**config.mk**
```make
export PLATFORM = sky130hd
export DESIGN_NAME = load_store_unit
export DESIGN_NICKNAME = d
export VERILOG_FILES = /design/src/rtl/load_store_unit.sv
export SDC_FILE = /design/constraint.sdc
export NUM_CORES = 1
export LEC_CHECK = 0
export BUFFER_PORTS_ARGS = -buffer_cell sky130_fd_sc_hd__buf_2
export CAP_MARGIN = 20
export CORE_UTILIZATION = 51
export CTS_BUF_LIST = sky130_fd_sc_hd__clkbuf_8
export DETAILED_ROUTE_END_ITERATION = 8
export PLACE_DENSITY = 0.81
export SLEW_MARGIN = 20
export SYNTH_ARGS = -nofsm -noshare
export SYNTH_HDL_FRONTEND = slang
export SYNTH_SLANG_ARGS = --single-unit
```
**constraint.sdc**
```tcl
create_clock -name clk -period 2.41 [get_ports clk]
set_input_delay 0.241 -clock clk [delete_from_list [all_inputs] [get_ports clk]]
set_output_delay 0.241 -clock clk [all_outputs]
set_load 0.05 [all_outputs]
```
**src/rtl/load_store_unit.sv**
```systemverilog
// rtl/load_store_unit.sv - RV32I load/store unit over a word-wide sync-read memory; `LSU_MISALIGN_TRAP_EN traps misaligned H/W accesses
module load_store_unit #(
    parameter int WORD_LEN = 32
) (
    input  logic                clk,
    input  logic                rst,
    input  logic                req_valid,
    output logic                req_ready,
    input  logic                req_we,
    input  logic [2:0]          req_funct3,
    input  logic [WORD_LEN-1:0] req_addr,
    input  logic [WORD_LEN-1:0] req_wdata,
    output logic                resp_valid,
    output logic [WORD_LEN-1:0] resp_rdata,
    output logic                resp_err,
    output logic [WORD_LEN-1:0] addr_d,
    input  logic [WORD_LEN-1:0] rdata,
    output logic                wen,
    output logic [WORD_LEN-1:0] wdata
);

    typedef enum logic [1:0] {IDLE, RD, CAP, WR} state_t;

    state_t state, state_n;

    logic                we_q, we_n;
    logic [2:0]          f3_q, f3_n;
    logic [1:0]          off_q, off_n;
    logic [15:0]         sdata_q, sdata_n;
    logic                resp_valid_n, resp_err_n;
    logic [WORD_LEN-1:0] resp_rdata_n, addr_d_n, wdata_n;

    logic                req_err;
    logic [1:0]          req_off;
    logic [7:0]          lane_b;
    logic [15:0]         lane_h;
    logic [WORD_LEN-1:0] load_ext, merged;

    assign req_ready = (state == IDLE);
    assign wen       = (state == WR);

    // Request decode: error detection and the effective (possibly aligned) lane offset.
    always_comb begin
        if (req_we) begin
            req_err = req_funct3[2] || (req_funct3[1:0] == 2'b11);
        end else begin
            req_err = (req_funct3 == 3'b011) || (req_funct3[2:1] == 2'b11);
        end
`ifdef LSU_MISALIGN_TRAP_EN
        if (req_funct3[1:0] == 2'b01 && req_addr[0]) begin
            req_err = 1'b1;
        end
        if (req_funct3[1:0] == 2'b10 && req_addr[1:0] != 2'b00) begin
            req_err = 1'b1;
        end
`endif
        // Without trapping, misaligned halfword/word accesses fall back to the aligned lane.
        case (req_funct3[1:0])
            2'b01:   req_off = {req_addr[1], 1'b0};
            2'b10:   req_off = 2'b00;
            default: req_off = req_addr[1:0];
        endcase
    end

    // Lane extraction, extension and read-modify-write merge from the returned word.
    always_comb begin
        case (off_q)
            2'd0:    lane_b = rdata[7:0];
            2'd1:    lane_b = rdata[15:8];
            2'd2:    lane_b = rdata[23:16];
            default: lane_b = rdata[31:24];
        endcase
        lane_h = off_q[1] ? rdata[31:16] : rdata[15:0];

        case (f3_q[1:0])
            2'b00:   load_ext = f3_q[2] ? {24'd0, lane_b} : {{24{lane_b[7]}}, lane_b};
            2'b01:   load_ext = f3_q[2] ? {16'd0, lane_h} : {{16{lane_h[15]}}, lane_h};
            default: load_ext = rdata;
        endcase

        merged = rdata;
        if (f3_q[1:0] == 2'b00) begin
            case (off_q)
                2'd0:    merged[7:0]   = sdata_q[7:0];
                2'd1:    merged[15:8]  = sdata_q[7:0];
                2'd2:    merged[23:16] = sdata_q[7:0];
                default: merged[31:24] = sdata_q[7:0];
            endcase
        end else if (off_q[1]) begin
            merged[31:16] = sdata_q;
        end else begin
            merged[15:0] = sdata_q;
        end
    end

    always_comb begin
        state_n      = state;
        we_n         = we_q;
        f3_n         = f3_q;
        off_n        = off_q;
        sdata_n      = sdata_q;
        resp_valid_n = 1'b0;
        resp_err_n   = 1'b0;
        resp_rdata_n = '0;
        addr_d_n     = addr_d;
        wdata_n      = wdata;

        case (state)
            IDLE: begin
                if (req_valid) begin
                    we_n     = req_we;
                    f3_n     = req_funct3;
                    off_n    = req_off;
                    sdata_n  = req_wdata[15:0];
                    addr_d_n = {req_addr[WORD_LEN-1:2], 2'b00};
                    if (req_err) begin
                        resp_valid_n = 1'b1;
                        resp_err_n   = 1'b1;
                    end else if (req_we && req_funct3[1:0] == 2'b10) begin
                        wdata_n = req_wdata;
                        state_n = WR;
                    end else begin
                        state_n = RD;
                    end
                end
            end
            RD: begin
                state_n = CAP;
            end
            CAP: begin
                if (we_q) begin
                    wdata_n = merged;
                    state_n = WR;
                end else begin
                    resp_rdata_n = load_ext;
                    resp_valid_n = 1'b1;
                    state_n      = IDLE;
                end
            end
            WR: begin
                resp_valid_n = 1'b1;
                state_n      = IDLE;
            end
            default: begin
                state_n = IDLE;
            end
        endcase
    end

    always_ff @(posedge clk) begin
        if (rst) begin
            state      <= IDLE;
            we_q       <= 1'b0;
            f3_q       <= 3'd0;
            off_q      <= 2'd0;
            sdata_q    <= 16'd0;
            resp_valid <= 1'b0;
            resp_err   <= 1'b0;
            resp_rdata <= '0;
            addr_d     <= '0;
            wdata      <= '0;
        end else begin
            state      <= state_n;
            we_q       <= we_n;
            f3_q       <= f3_n;
            off_q      <= off_n;
            sdata_q    <= sdata_n;
            resp_valid <= resp_valid_n;
            resp_err   <= resp_err_n;
            resp_rdata <= resp_rdata_n;
            addr_d     <= addr_d_n;
            wdata      <= wdata_n;
        end
    end

endmodule

```
==> impl_metrics.csv, run 1 <==
group,metric,value,unit
worst_setup_path,worstPathRequired,2.73,ns
drt,route.detailed.drc,0,
drt,num_vias,5451,
final_layout,final_common_cell,"buf_2",
global_routing,grt_remaining_overflow,0,
drt,viasPerCell,5.678,
outcome,outcome,"finished clean",
global_routing,antenna_found_initial,0,
global_routing,grt_first_pass_wirelength,25.14,mm
clock_tree,clock-sinks,120,
clock_tree,root_buffer,"clkbuf_8",
pwr,peakVddDrop,642.1,uV
clock_tree,worstSkewPairLatency,0.42,ns
global_routing,grt_pass1_vias,5185,
worst_setup_path,cp.arrival,2.39,ns
worst_hold_path,hp-start,"req_addr[12]",
pwr,cellLeakagePower,0.003237,uW
worst_setup_path,reg2reg_from,"off_q[0]",
synth,synth_cell_types,46,
final_layout,area_growth,28.01,%
timing,tightest_slew,0.8574,ns
clock_tree,cts_tree,"yes",
clock_tree,hold_buffers,0,
die,initial_utilization,53.39,%
timing,final_hold_viol_count,0,
worst_setup_path,start_kind,"flop",
worst_hold_path,min_delay_path_depth,3,
job,max_cap_viol_count,0,
worst_setup_path,end_kind,"flop",
clock_tree,htreeDepth,4,
drt,route.top_layer_used,"met4",
global_routing,grt_max_degree,45,
timing,skew,0.01034,ns
die,core_area,9955,sq um
clock_tree,cts_resized,0,
clock_tree,cts-buffers-inserted,17,
timing,post-route-period-util,86.24,%
global_routing,grtUsageTotal,29.12,%
clock_tree,clockBufferDepth,2,
die,dieArea,10830,sq um
drt,dr_wl_met3,1.595,mm
drt,wl_met2,7.434,mm
timing,setup_viol_count_final,0,
synth,syn-cell-area,5315,sq um
pwr,power,5015,uW
worst_setup_path,reg2regPathDepth,4,
final_layout,num_antenna_cells,0,
synth,synth-simple-area-share,19.56,%
drt,wl,15.80,mm
place,io_buffers,200,
timing,tns,0,ns
worst_setup_path,ff2ff_setup_slack,0.33,ns
die,ios,203,
drt,drtAntennaViolNets,0,
final_layout,nets,921,
place,hpwl,11.68,mm
worst_setup_path,critPathMaxFanout,14,
worst_hold_path,whs_endpoint,"addr_d[12]",
drt,wl_met1,6.350,mm
die,fp.dieH,104.1,um
synth,seq_area_frac_synth,45.20,%
final_layout,final_cell_mix,"200 x buf_2, 155 x nand2_1, 120 x dfxtp_1",
timing,relSlewSlack,42.63,%
pwr,power_density,737.1,nW/um^2
synth,synth-seq-cells,120,
timing,maxSlewViolCount,0,
place,place.gp.congestion,0.9177,
synth,synth_adder_area_share,0.7062,%
synth,synth_compound_area_share,24.11,%
synth,synth_top_family_by_area,"compound AO/OA/AOI/OAI gates",
worst_setup_path,timing.rr.end,"wdata[18]",
timing,min_period,2.078,ns
synth,async_flop_share,0,%
die,core.rowCount,36,
clock_tree,clk_pin_slew,0.07,ns
synth,synth.avg_cell_area,8.423,sq um
synth,synthMuxAreaShare,5.532,%
drt,dr.pass1.iters,6,
die,die_w,104.1,um
timing,fmax,0.4811,GHz
final_layout,fill_cells,817,
timing,rsz0062_at_grt,"false",
synth,yosysWarnings,0,
synth,syn_inst,631,
worst_hold_path,hold_path.class,"input port to flop",
clock_tree,cts_post_setup_buffers_inserted,0,
synth,synth-xor-area-share,0,%
final_layout,drive_gt1_share,33.98,%
drt,drt_iter0_drc,433,
worst_setup_path,critical_path_class,"flop to flop",
drt,wl_per_cell,16.45,um
synth,synth-edff-count,0,
synth,synth_ff_type,"dfxtp_1",
[flip-flops by register name, summed over array words and instances, names as in the netlist]
name	count
off_q	2
sdata_q	16
resp_rdata	32
addr_d	30
resp_err	1
wdata	32
resp_valid	1
state	2
f3_q	3
we_q	1
[report_power, final]
| group | internal, uW | switching, uW |
|---|---|---|
| clock | 1140 | 805 |
| sequential | 2080 | 68.3 |
| combinational | 280 | 643 |
[area by class of cell]
cell class                      count  area [sq um]  area share (%)
Clock buffer                       18         247.7           3.641
Sequential cell                   120          2402           35.31
Inverter                            5         18.77          0.2758
Multi-Input combinational cell    456          2664           39.15
Clock inverter                     13         178.9           2.630
Timing Repair Buffer              215          1126           16.55
Tap cell                          133         166.4           2.446
[metrics by stage]
step / cells / util [%] / setup slack [ns] / cell area, sq um / hold WS (ns)
2_1_floorplan: 632 / - / 0.3245 / 5319 / 0.3400
3_3_place_gp: 929 / 64.04 / 0.3970 / 6375 / 0.4395
3_5_place_dp: 929 / 64.04 / 0.3579 / 6375 / 0.4482
4_1_cts: 960 / 68.33 / 0.3705 / 6802 / 0.03342
5_1_grt: 960 / 68.35 / 0.1773 / 6804 / 0.03298
6_report: 960 / 68.35 / 0.3315 / 6804 / 0.04921
[kinds of logic after synthesis]
logic type,after synthesis
other cells,1
compound gates,177
fa+ha+maj,3
mux,27
buf+inv,56
simple gates,247
flops,120
[layer usage]
| metal | global-route usage (%) | vias up |
|---|---|---|
| met5 | 0 | - |
| met4 | 11.02 | 0 |
| met3 | 8.145 | 42 |
| met2 | 47.86 | 339 |
| met1 | 36.21 | 2501 |
| li1 | - | 2569 |
[cells in the mapped netlist (9+ instances only)]
master | instances | area (sq um)
mux2i_1 | 17 | 170.2
nand2_1 | 155 | 581.8
clkbuf_1 | 29 | 108.9
a32o_1 | 16 | 160.2
o221ai_1 | 16 | 140.1
dfxtp_1 | 120 | 2402
mux2_2 | 9 | 101.4
o21ai_0 | 25 | 125.1
a311oi_2 | 14 | 210.2
buf_2 | 13 | 65.06
nor2b_1 | 12 | 75.07
a21o_1 | 16 | 120.1
a21oi_1 | 70 | 350.3
nor2_1 | 56 | 210.2
[worst max-delay path, stage by stage (launching register included)]
cell and delay [ns]:
dfxtp_1 0.53, nor3b_2 0.58, nor2_1 0.36, mux2i_1 0.20
a32o_1 0.30
[worst max-delay path by stage]
| stage | cells past startpoint | slack [ns] | endpoint | from |
|---|---|---|---|---|
| floorplan | 6 | 0.32 | off_q[1] | state[0] |
| global placement | 7 | 0.40 | wdata[21] | req_funct3[0] |
| detailed placement | 7 | 0.36 | wdata[18] | req_funct3[0] |
| CTS | 4 | 0.37 | wdata[18] | off_q[0] |
| global route | 4 | 0.18 | wdata[18] | off_q[0] |
| finish | 4 | 0.33 | wdata[18] | off_q[0] |
Note: power is estimated with default switching activity, not from simulation.
==> inputs of run 2 (changes only) <==
--- a/config.mk
+++ b/config.mk
@@ -5,12 +5,13 @@
 export SDC_FILE = /design/constraint.sdc
 export NUM_CORES = 1
 export LEC_CHECK = 0
-export BUFFER_PORTS_ARGS = -buffer_cell sky130_fd_sc_hd__buf_2
+export ABC_AREA = 1
 export CAP_MARGIN = 20
-export CORE_UTILIZATION = 51
+export CORE_UTILIZATION = 60
 export CTS_BUF_LIST = sky130_fd_sc_hd__clkbuf_8
 export DETAILED_ROUTE_END_ITERATION = 8
-export PLACE_DENSITY = 0.81
+export DONT_BUFFER_PORTS = 1
+export PLACE_DENSITY = 0.74
 export SLEW_MARGIN = 20
 export SYNTH_ARGS = -nofsm -noshare
 export SYNTH_HDL_FRONTEND = slang
==> constraint.sdc (replaced) <==
create_clock -name clk -period 2.3 [get_ports clk]
set_input_delay 0.23 -clock clk [delete_from_list [all_inputs] [get_ports clk]]
set_output_delay 0.23 -clock clk [all_outputs]
set_load 0.05 [all_outputs]
==> run 2 against run 1 <==
Against the previous run: the flow now finishes with violations (negative hold slack); die area shrank 0.52%; critical path depth grew 2; hold slack lost 0.049 ns; count of clock-buffer cells in the layout grew 1; via count grew 32%; sequential power grew 22%; register-to-register slack lost 0.097 ns; highest routed layer unchanged.
==> impl_metrics.csv, run 2 <==
group,metric,value,unit
global_routing,grt_pass1_vias,6878,
job,max_cap_viol_count,0,
global_routing,grt_remaining_overflow,0,
final_layout,final_common_cell,"nand2_1",
worst_setup_path,critPathMaxFanout,33,
clock_tree,clk_pin_slew,0.08,ns
synth,synth_ff_type,"dfxtp_1",
synth,synth-edff-count,0,
clock_tree,worstSkewPairLatency,0.45,ns
die,dieArea,10780,sq um
synth,netlist_top_cells_area,"dfxtp_1 39%, nand2_1 20%, nand3_1 12%",
final_layout,num_antenna_cells,0,
clock_tree,htreeDepth,4,
clock_tree,clockBufferDepth,2,
timing,skew,0.02221,ns
synth,yosysTopAreaCell,"dfxtp_1",
die,ios,203,
place,hpwl,13.45,mm
timing,tightest_slew,0.6996,ns
global_routing,antenna_found_initial,0,
pwr,power_density,782.7,nW/um^2
synth,yosysMostFrequentCell,"nand2_1",
die,core.rowCount,36,
synth,yosys.area.top_type_share,38.62,%
clock_tree,clock-sinks,120,
worst_setup_path,start_kind,"flop",
die,core_area,9910,sq um
final_layout,area_growth,16.76,%
worst_hold_path,hold_path.class,"input port to flop",
drt,num_vias,7182,
pwr,peakVddDrop,496.7,uV
synth,syn_inst,1012,
timing,relSlewSlack,53.22,%
place,place.gp.congestion,0.9009,
timing,fmax,0.4841,GHz
die,fp.dieH,103.8,um
synth,synth.avg_cell_area,6.146,sq um
pwr,cellLeakagePower,0.003499,uW
worst_setup_path,end_kind,"flop",
outcome,outcome,"finished, violations left",
drt,drt_iter0_drc,846,
clock_tree,cts_post_setup_buffers_inserted,0,
drt,viasPerCell,6.056,
drt,wl,22.49,mm
clock_tree,cts-buffers-inserted,17,
timing,rsz0062_at_grt,"false",
worst_setup_path,cp.arrival,2.45,ns
synth,synth_cell_types,25,
timing,min_period,2.066,ns
timing,tns,0,ns
drt,wl_per_cell,18.97,um
global_routing,grt_max_degree,74,
final_layout,reg.largest.list,"resp_rdata: 32 flops, wdata: 32 flops, addr_d: 30 flops",
timing,setup_viol_count_final,0,
drt,route.detailed.drc,0,
synth,synth_common_cells,"326 x nand2_1, 160 x nor2_1, 143 x nand3_1",
synth,async_flop_share,0,%
die,die_w,103.8,um
global_routing,grtUsageTotal,41.69,%
final_layout,nets,1146,
place,dp_slack,0.2156,ns
place,io_buffers,0,
synth,synth-seq-cells,120,
timing,post-route-period-util,89.80,%
clock_tree,root_buffer,"clkbuf_8",
worst_hold_path,hp-start,"rdata[7]",
timing,maxSlewViolCount,0,
synth,syn-cell-area,6220,sq um
drt,drtAntennaViolNets,0,
worst_setup_path,worstPathRequired,2.68,ns
final_layout,final_cell_mix,"326 x nand2_1, 160 x nor2_1, 143 x nand3_1",
global_routing,grt_first_pass_wirelength,35.42,mm
timing,final_hold_viol_count,1,
final_layout,drive_gt1_share,6.743,%
clock_tree,cts_tree,"yes",
outcome,violations,"negative hold slack",
worst_setup_path,reg2reg_from,"f3_q[1]",
die,initial_utilization,62.77,%
drt,dr.pass1.iters,6,
synth,yosysWarnings,0,
timing,fin_ws,0.2345,ns
timing,whs,-0.0001107,ns
worst_setup_path,critPathLaunch,"f3_q[1]",
synth,seq_area_frac_synth,38.62,%
worst_setup_path,critical_path_class,"flop to flop",
[run 2: kinds of logic after synthesis]
logic type	after synthesis	share of synthesized area [%]
other	1	0.06029
AND/OR/NAND/NOR	646	42.95
adder cells (fa/ha/maj)	3	0.6036
buffers and inverters	138	8.992
flip-flops	120	38.62
AO/OA/AOI/OAI	104	8.771
[run 2: report_power, final]
group          internal [uW]  switching, uW  total [uW]
clock                   1120            910        2030
sequential              2200            410        2610
combinational            368            680        1050
total                   3680           2000        5680
[run 2: critical path, cell delays in order (launching register included)]
cell and delay (ns):
dfxtp_1 0.35, buf_4 0.25, inv_1 0.33, nand4_1 0.62
nand3_1 0.31, nand2_1 0.08, inv_1 0.05
[run 2: path summary, 6_finish.rpt]
kind,to,depth (start not counted),slack [ns]
worst min-delay path,resp_rdata[7],2,-0.0001
worst max register to register,resp_rdata[31],6,0.23
worst min register to register,sdata_q[13],2,0.51
worst max-delay path,resp_rdata[31],6,0.23
[run 2: layout make-up]
| type | instances | area [sq um] |
|---|---|---|
| flip-flops and latches | 120 | 2404 |
| multi-input cells | 755 | 3269 |
| well taps | 133 | 166.4 |
| clock inverters | 13 | 155.1 |
| clock buffers | 19 | 261.5 |
| inverters | 70 | 265.3 |
| fillers | 746 | 2648 |
| repair buffers | 76 | 740.7 |
[run 2: layer usage]
metal | global-route usage [%] | wire (um) | part of all wire (%)
met3 | 11.58 | 2656 | 12
met5 | 0 | 0 | 0
met1 | 47.11 | 8122 | 36
met4 | 29.90 | 1377 | 6.1
met2 | 67.62 | 10340 | 46
[run 2: metrics by stage]
stage	hold WS, ns	utilization, %	power, uW	instance area [sq um]	std cells
after floorplan	0.2991	-	3332	6223	1013
after global placement	0.3052	63.12	3507	6255	1096
after detailed placement	0.3062	63.12	3544	6255	1096
after CTS	0.0004266	73.18	5585	7252	1186
after global routing	0.01283	73.28	5884	7262	1186
final	-0.0001107	73.28	5684	7262	1186
[run 2: what timing repair did]
| action | 4_1_cts | 5_1_grt |
|---|---|---|
| gates resized for setup | 0 | 3 |
| endpoints found under the setup margin | 0 | 10 |
| hold endpoints to repair | 61 | 0 |
| hold buffers | 58 | 0 |
